## config.mk

```make
export PLATFORM = sky130hd
export DESIGN_NAME = ins_encoder
export DESIGN_NICKNAME = d
export VERILOG_FILES = /design/src/rtl/ins_encoder.sv
export SDC_FILE = /design/constraint.sdc
export NUM_CORES = 1
export LEC_CHECK = 0
export BUFFER_PORTS_ARGS = -buffer_cell sky130_fd_sc_hd__clkbuf_2
export CORE_MARGIN = 4
export CORE_UTILIZATION = 55
export CTS_CLUSTER_SIZE = 28
export DETAILED_ROUTE_END_ITERATION = 10
export PLACE_DENSITY_LB_ADDON = 0.2
export SETUP_SLACK_MARGIN = 0.02
export SLEW_MARGIN = 20
export SYNTH_ARGS = -nofsm -noshare
export SYNTH_HDL_FRONTEND = slang
export SYNTH_SLANG_ARGS = --single-unit
```

## constraint.sdc

```tcl
create_clock -name CLK -period 3.31 [get_ports CLK]
set_input_delay 0.331 -clock CLK [delete_from_list [all_inputs] [get_ports CLK]]
set_output_delay 0.331 -clock CLK [all_outputs]
set_load 0.01 [all_outputs]
```

## src/rtl/ins_encoder.sv

```systemverilog
// ins_encoder: two-stage RV32I instruction encoder.
// Stage 1 latches the request, its byte address and an immediate range check.
// Stage 2 scatters the immediate into the format's bit positions and
// presents the word with a valid/ready handshake. Rejected requests emit NOP_WORD.
module ins_encoder #(
  parameter logic [31:0] RESET_ADDR = 32'h0000_0000,
  parameter logic [31:0] NOP_WORD   = 32'h0000_0013,
  parameter int unsigned ERR_CNT_W  = 8
) (
  input  logic                 CLK,
  input  logic                 RST,
  input  logic                 IN_VALID,
  output logic                 IN_READY,
  input  logic [2:0]           IN_TYPE,
  input  logic [6:0]           IN_OPCODE,
  input  logic [4:0]           IN_RD,
  input  logic [4:0]           IN_RS1,
  input  logic [4:0]           IN_RS2,
  input  logic [2:0]           IN_FUNCT3,
  input  logic [6:0]           IN_FUNCT7,
  input  logic [31:0]          IN_IMM,
  input  logic                 ADDR_LOAD,
  input  logic [31:0]          ADDR_VAL,
  output logic                 OUT_VALID,
  input  logic                 OUT_READY,
  output logic [31:0]          OUT_INS,
  output logic [31:0]          OUT_ADDR,
  output logic                 OUT_ERR,
  output logic [ERR_CNT_W-1:0] ERR_CNT
);

  // Instruction format codes; any code outside this set is treated as R-type.
  typedef enum logic [2:0] {
    FMT_R = 3'd0,
    FMT_I = 3'd1,
    FMT_S = 3'd2,
    FMT_B = 3'd3,
    FMT_U = 3'd4,
    FMT_J = 3'd5
  } fmt_e;

  typedef struct packed {
    fmt_e        fmt;
    logic [6:0]  opcode;
    logic [4:0]  rd;
    logic [4:0]  rs1;
    logic [4:0]  rs2;
    logic [2:0]  funct3;
    logic [6:0]  funct7;
    logic [31:0] imm;
    logic [31:0] addr;
    logic        err;
  } s1_t;

  fmt_e                 in_fmt;
  logic                 in_legal;
  logic                 accept;
  logic                 s2_load;
  logic [31:0]          load_addr;
  logic [31:0]          entry_addr;

  logic [31:0]          addr_q, addr_d;
  logic                 s1_valid_q, s1_valid_d;
  s1_t                  s1_q, s1_d;
  logic [31:0]          packed_ins;

  logic                 out_valid_q, out_valid_d;
  logic [31:0]          out_ins_q, out_ins_d;
  logic [31:0]          out_addr_q, out_addr_d;
  logic                 out_err_q, out_err_d;
  logic [ERR_CNT_W-1:0] err_cnt_q, err_cnt_d;

  // Map the incoming format code onto the internal format enum.
  always_comb begin
    in_fmt = FMT_R;
    case (IN_TYPE)
      FMT_I:   in_fmt = FMT_I;
      FMT_S:   in_fmt = FMT_S;
      FMT_B:   in_fmt = FMT_B;
      FMT_U:   in_fmt = FMT_U;
      FMT_J:   in_fmt = FMT_J;
      default: in_fmt = FMT_R;
    endcase
  end

  // Immediate representability: upper bits must be a pure sign extension,
  // branch/jump offsets must be even, and U-type low bits must be clear.
  always_comb begin
    in_legal = 1'b1;
    case (in_fmt)
      FMT_I, FMT_S: in_legal = (&IN_IMM[31:11]) | ~(|IN_IMM[31:11]);
      FMT_B:        in_legal = ((&IN_IMM[31:12]) | ~(|IN_IMM[31:12])) & ~IN_IMM[0];
      FMT_J:        in_legal = ((&IN_IMM[31:20]) | ~(|IN_IMM[31:20])) & ~IN_IMM[0];
      FMT_U:        in_legal = ~(|IN_IMM[11:0]);
      default:      in_legal = 1'b1;
    endcase
  end

  // Handshake: the output stage loads when empty or drained; stage 1 follows it.
  always_comb begin
    s2_load  = ~out_valid_q | OUT_READY;
    IN_READY = ~RST & (~s1_valid_q | s2_load);
    accept   = IN_VALID & IN_READY;
  end

  // Address counter: a same-cycle load takes effect for the accepted request.
  always_comb begin
    load_addr  = ADDR_VAL & 32'hFFFF_FFFC;
    entry_addr = ADDR_LOAD ? load_addr : addr_q;
    addr_d     = addr_q;
    if (accept) begin
      addr_d = entry_addr + 32'd4;
    end else if (ADDR_LOAD) begin
      addr_d = load_addr;
    end
  end

  // Stage 1 next state: capture on accept, otherwise hold until stage 2 takes it.
  always_comb begin
    s1_valid_d = accept | (s1_valid_q & ~s2_load);
    s1_d       = s1_q;
    if (accept) begin
      s1_d.fmt    = in_fmt;
      s1_d.opcode = IN_OPCODE;
      s1_d.rd     = IN_RD;
      s1_d.rs1    = IN_RS1;
      s1_d.rs2    = IN_RS2;
      s1_d.funct3 = IN_FUNCT3;
      s1_d.funct7 = IN_FUNCT7;
      s1_d.imm    = IN_IMM;
      s1_d.addr   = entry_addr;
      s1_d.err    = ~in_legal;
    end
  end

  // Stage 1 and address counter registers.
  always_ff @(posedge CLK) begin
    if (RST) begin
      addr_q     <= RESET_ADDR;
      s1_valid_q <= 1'b0;
      s1_q       <= '0;
    end else begin
      addr_q     <= addr_d;
      s1_valid_q <= s1_valid_d;
      s1_q       <= s1_d;
    end
  end

  // Scatter fields and immediate into RV32I positions for the latched format.
  always_comb begin
    packed_ins = '0;
    case (s1_q.fmt)
      FMT_I: packed_ins = {s1_q.imm[11:0], s1_q.rs1, s1_q.funct3, s1_q.rd, s1_q.opcode};
      FMT_S: packed_ins = {s1_q.imm[11:5], s1_q.rs2, s1_q.rs1, s1_q.funct3,
                           s1_q.imm[4:0], s1_q.opcode};
      FMT_B: packed_ins = {s1_q.imm[12], s1_q.imm[10:5], s1_q.rs2, s1_q.rs1, s1_q.funct3,
                           s1_q.imm[4:1], s1_q.imm[11], s1_q.opcode};
      FMT_U: packed_ins = {s1_q.imm[31:12], s1_q.rd, s1_q.opcode};
      FMT_J: packed_ins = {s1_q.imm[20], s1_q.imm[10:1], s1_q.imm[11], s1_q.imm[19:12],
                           s1_q.rd, s1_q.opcode};
      default: packed_ins = {s1_q.funct7, s1_q.rs2, s1_q.rs1, s1_q.funct3, s1_q.rd,
                             s1_q.opcode};
    endcase
    if (s1_q.err) begin
      packed_ins = NOP_WORD;
    end
  end

  // Output stage next state: reload from stage 1 when allowed, else hold.
  always_comb begin
    out_valid_d = out_valid_q;
    out_ins_d   = out_ins_q;
    out_addr_d  = out_addr_q;
    out_err_d   = out_err_q;
    if (s2_load) begin
      out_valid_d = s1_valid_q;
      if (s1_valid_q) begin
        out_ins_d  = packed_ins;
        out_addr_d = s1_q.addr;
        out_err_d  = s1_q.err;
      end
    end
  end

  // Saturating count of rejected requests, counted at accept.
  always_comb begin
    err_cnt_d = err_cnt_q;
    if (accept && !in_legal && (err_cnt_q != '1)) begin
      err_cnt_d = err_cnt_q + 1'b1;
    end
  end

  // Output stage and error counter registers.
  always_ff @(posedge CLK) begin
    if (RST) begin
      out_valid_q <= 1'b0;
      out_ins_q   <= '0;
      out_addr_q  <= '0;
      out_err_q   <= 1'b0;
      err_cnt_q   <= '0;
    end else begin
      out_valid_q <= out_valid_d;
      out_ins_q   <= out_ins_d;
      out_addr_q  <= out_addr_d;
      out_err_q   <= out_err_d;
      err_cnt_q   <= err_cnt_d;
    end
  end

  assign OUT_VALID = out_valid_q;
  assign OUT_INS   = out_ins_q;
  assign OUT_ADDR  = out_addr_q;
  assign OUT_ERR   = out_err_q;
  assign ERR_CNT   = err_cnt_q;

endmodule

```

==> results.yml <==
pwr:
  vdd_ir_drop_max_uv: 388
  power.leakage_nw: 4.31
  p_per_area_nw_per_um2: 521
worst_setup_path:
  critical_path_class: "flop to flop"
  reg2reg_from: "s1_valid_q"
  cp_max_fo: 22
  reg2reg_setup_slack_ns: 0.95
  r2r-end: "ERR_CNT[1]"
  required_ns: 3.69
  worstSetupEndpointType: "flop"
  start_kind: "flop"
  reg2reg_depth: 6
  cp_data_arrival_time_ns: 2.74
sta:
  fin_crit_ns: 2.36
  finalHoldViolCount: 0
  rsz0062_at_grt: "false"
  whs_ns: 0.0223
  setup_viol: 0
  relSlewSlack_pct: 38.0
  fin_setup_tns_ns: 0
  worstMarginPinSlew_ns: 0.928
  clock_skew_ns: 0.0113
  finalCritPeriodShare_pct: 71.3
  slew_viol_final: 0
  fmax_mhz: 424
floorplanning:
  start_util_pct: 56.5
  die_area_um2: 18500
  core_area_um2: 15900
  rows: 46
  ioPinCount: 179
  die_x_um: 136
  die_h_um: 136
drt:
  met2_length_um: 9660
  wl_met1_um: 10800
  postRouteWirelength_um: 22300
  wire_per_inst_um: 15.8
  wl_met3_um: 1490
  drt_pass1_iterations: 5
  drtAntennaViolNets: 0
  drt_iter0_markers: 505
  vias: 7681
  via_per_inst: 5.44
  drc: 0
  top_layer: "met4"
clocking:
  cts-htree-levels: 1
  numCtsBuffers: 22
  cts.repair.resized: 0
  postCtsSetupRepairBufs: 0
  cts.root.buffer_cell: "clkbuf_16"
  clockBufferDepth: 3
  cts.sinks: 207
  cts_hold_buf: 0
  path_clk_slew_ns: 0.06
  cts_tree: "built"
  clock_latency_ns: 0.50
logic_synthesis:
  ys_seq_area_share_pct: 46.0
  yosys.area_share.simple_pct: 26.8
  yosysUniqueCellTypes: 62
  syn_inst: 1051
  yosys.area_share.xor_xnor_pct: 2.72
  synth_top_family_by_area: "simple AND/OR/NAND/NOR gates"
  async_reset_ff_share_pct: 0
  yosysWarnings: 0
  syn_area_per_cell_um2: 8.57
  syn-num-nets: 1157
  synth-compound-area-share_pct: 14.0
  synth_edf_count: 0
  netlist_area_um2: 9000
  synth_ff_type: "dfxtp_1"
  synthMuxAreaShare_pct: 5.93
  synth_adder_area_share_pct: 0.278
  yosys_register_bits: 207
worst_hold_path:
  min_path_cells: 3
  hold_path.class: "input port to flop"
  hp-start: "IN_FUNCT7[3]"
  min_to: "s1_q[68]"
status:
  status: "completed"
layout:
  nFillCells: 1384
  num-nets-final: 1292
  multi_input_area_um2: 4490
  seq_area_um2: 4140
  layout-drive-gt1-share_pct: 22.0
  layout_commonest_cell: "dfxtp_1"
  antenna_cells: 0
  syn_to_final_growth_pct: 17.6
  layout_common_cells: "dfxtp_1, clkbuf_2, nand2_1"
global_routing:
  grt_max_degree: 93
  grt_pass1_wl_um: 35800
  overflow: 0
  antenna_found_initial: 0
  grt_pass1_vias: 7083
  grt_use_total_pct: 23.7
place:
  port-buffer-count: 176
  place.gp.congestion: 0.866
  dp_hpwl_um: 15100
flow_run:
  cap_violations: 0
-- sequential cells by signal, indices dropped and copies added (netlist names) --
name and flops:
s1_q 100, OUT_ADDR 32, OUT_INS 32, addr_q 32
ERR_CNT 8, OUT_ERR 1, OUT_VALID 1, s1_valid_q 1
-- worst max-delay path, stage by stage (launching register included) --
cell,delay (ns)
dfxtp_1,0.33
and3b_1,0.28
nor2_4,0.56
nand4_1,0.25
nor3b_2,0.36
nand2_1,0.14
mux2_2,0.32
-- where the power goes --
part / switching, W / total [W] / internal (W)
Sequential: 0.0000791 / 0.00271 / 0.00263
Combinational: 0.000349 / 0.000584 / 0.000235
Clock: 0.000943 / 0.00223 / 0.00128
-- logic make-up after synthesis --
family,after synthesis
simple gates,464
compound gates,211
flops,207
buf+inv,88
mux,51
xor+xnor,28
fa+ha+maj,2
-- cell type report --
type | count | share of cell area (%)
inverters | 12 | 0.425
clock inverters | 4 | 0.295
repair buffers | 187 | 9.39
well taps | 216 | 2.55
flip-flops and latches | 207 | 39.1
multi-input cells | 756 | 42.4
clock buffers | 31 | 5.80
-- cell usage after synthesis (9+ instances only) --
cell type	instances	area share (%)
nand3b_1	21	1.8
dfxtp_1	207	46
o21ai_0	75	4.2
buf_1	9	0.38
nand2b_1	67	4.7
nor4_1	19	1.3
mux2_2	16	2.0
mux2i_1	34	3.8
inv_1	12	0.50
nand3_1	14	0.78
nor2_1	112	4.7
nand2_1	152	6.3
nor3_1	15	0.83
a211oi_1	17	1.4
clkbuf_1	56	2.3
a22oi_1	15	1.3
a21oi_1	71	3.9
nand4_1	9	0.63
xor2_1	22	2.1
-- worst max path at each step --
stage               start    endpoint  slack (ns)  depth (start not counted)
6_report       s1_valid_q  ERR_CNT[1]        0.95                          6
3_5_place_dp    ADDR_LOAD  addr_q[20]        0.52                          9
5_1_grt         addr_q[3]  addr_q[20]        0.77                          8
3_3_place_gp    ADDR_LOAD  addr_q[26]        0.62                          9
4_1_cts        s1_valid_q  ERR_CNT[1]        0.94                          6
2_1_floorplan   ADDR_LOAD  addr_q[26]        0.55                         13
-- routing by layer --
layer | global-route usage, % | up-vias
li1 | - | 3885
met1 | 35.8 | 3555
met2 | 35.3 | 217
met3 | 4.15 | 24
met4 | 5.26 | 0
met5 | 0 | -
-- metrics by stage --
stage | area, µm² | utilization (%) | instances | total power (W) | worst slack (ns)
2_1_floorplan | 9000 | - | 1051 | 0.00313 | 0.545
3_3_place_gp | 9940 | 62.3 | 1378 | 0.00333 | 0.619
3_5_place_dp | 9940 | 62.3 | 1378 | 0.00334 | 0.516
4_1_cts | 10600 | 66.4 | 1413 | 0.00557 | 0.937
5_1_grt | 10600 | 66.4 | 1413 | 0.00575 | 0.768
6_report | 10600 | 66.4 | 1413 | 0.00552 | 0.949
(Power assumes the default switching activity.)
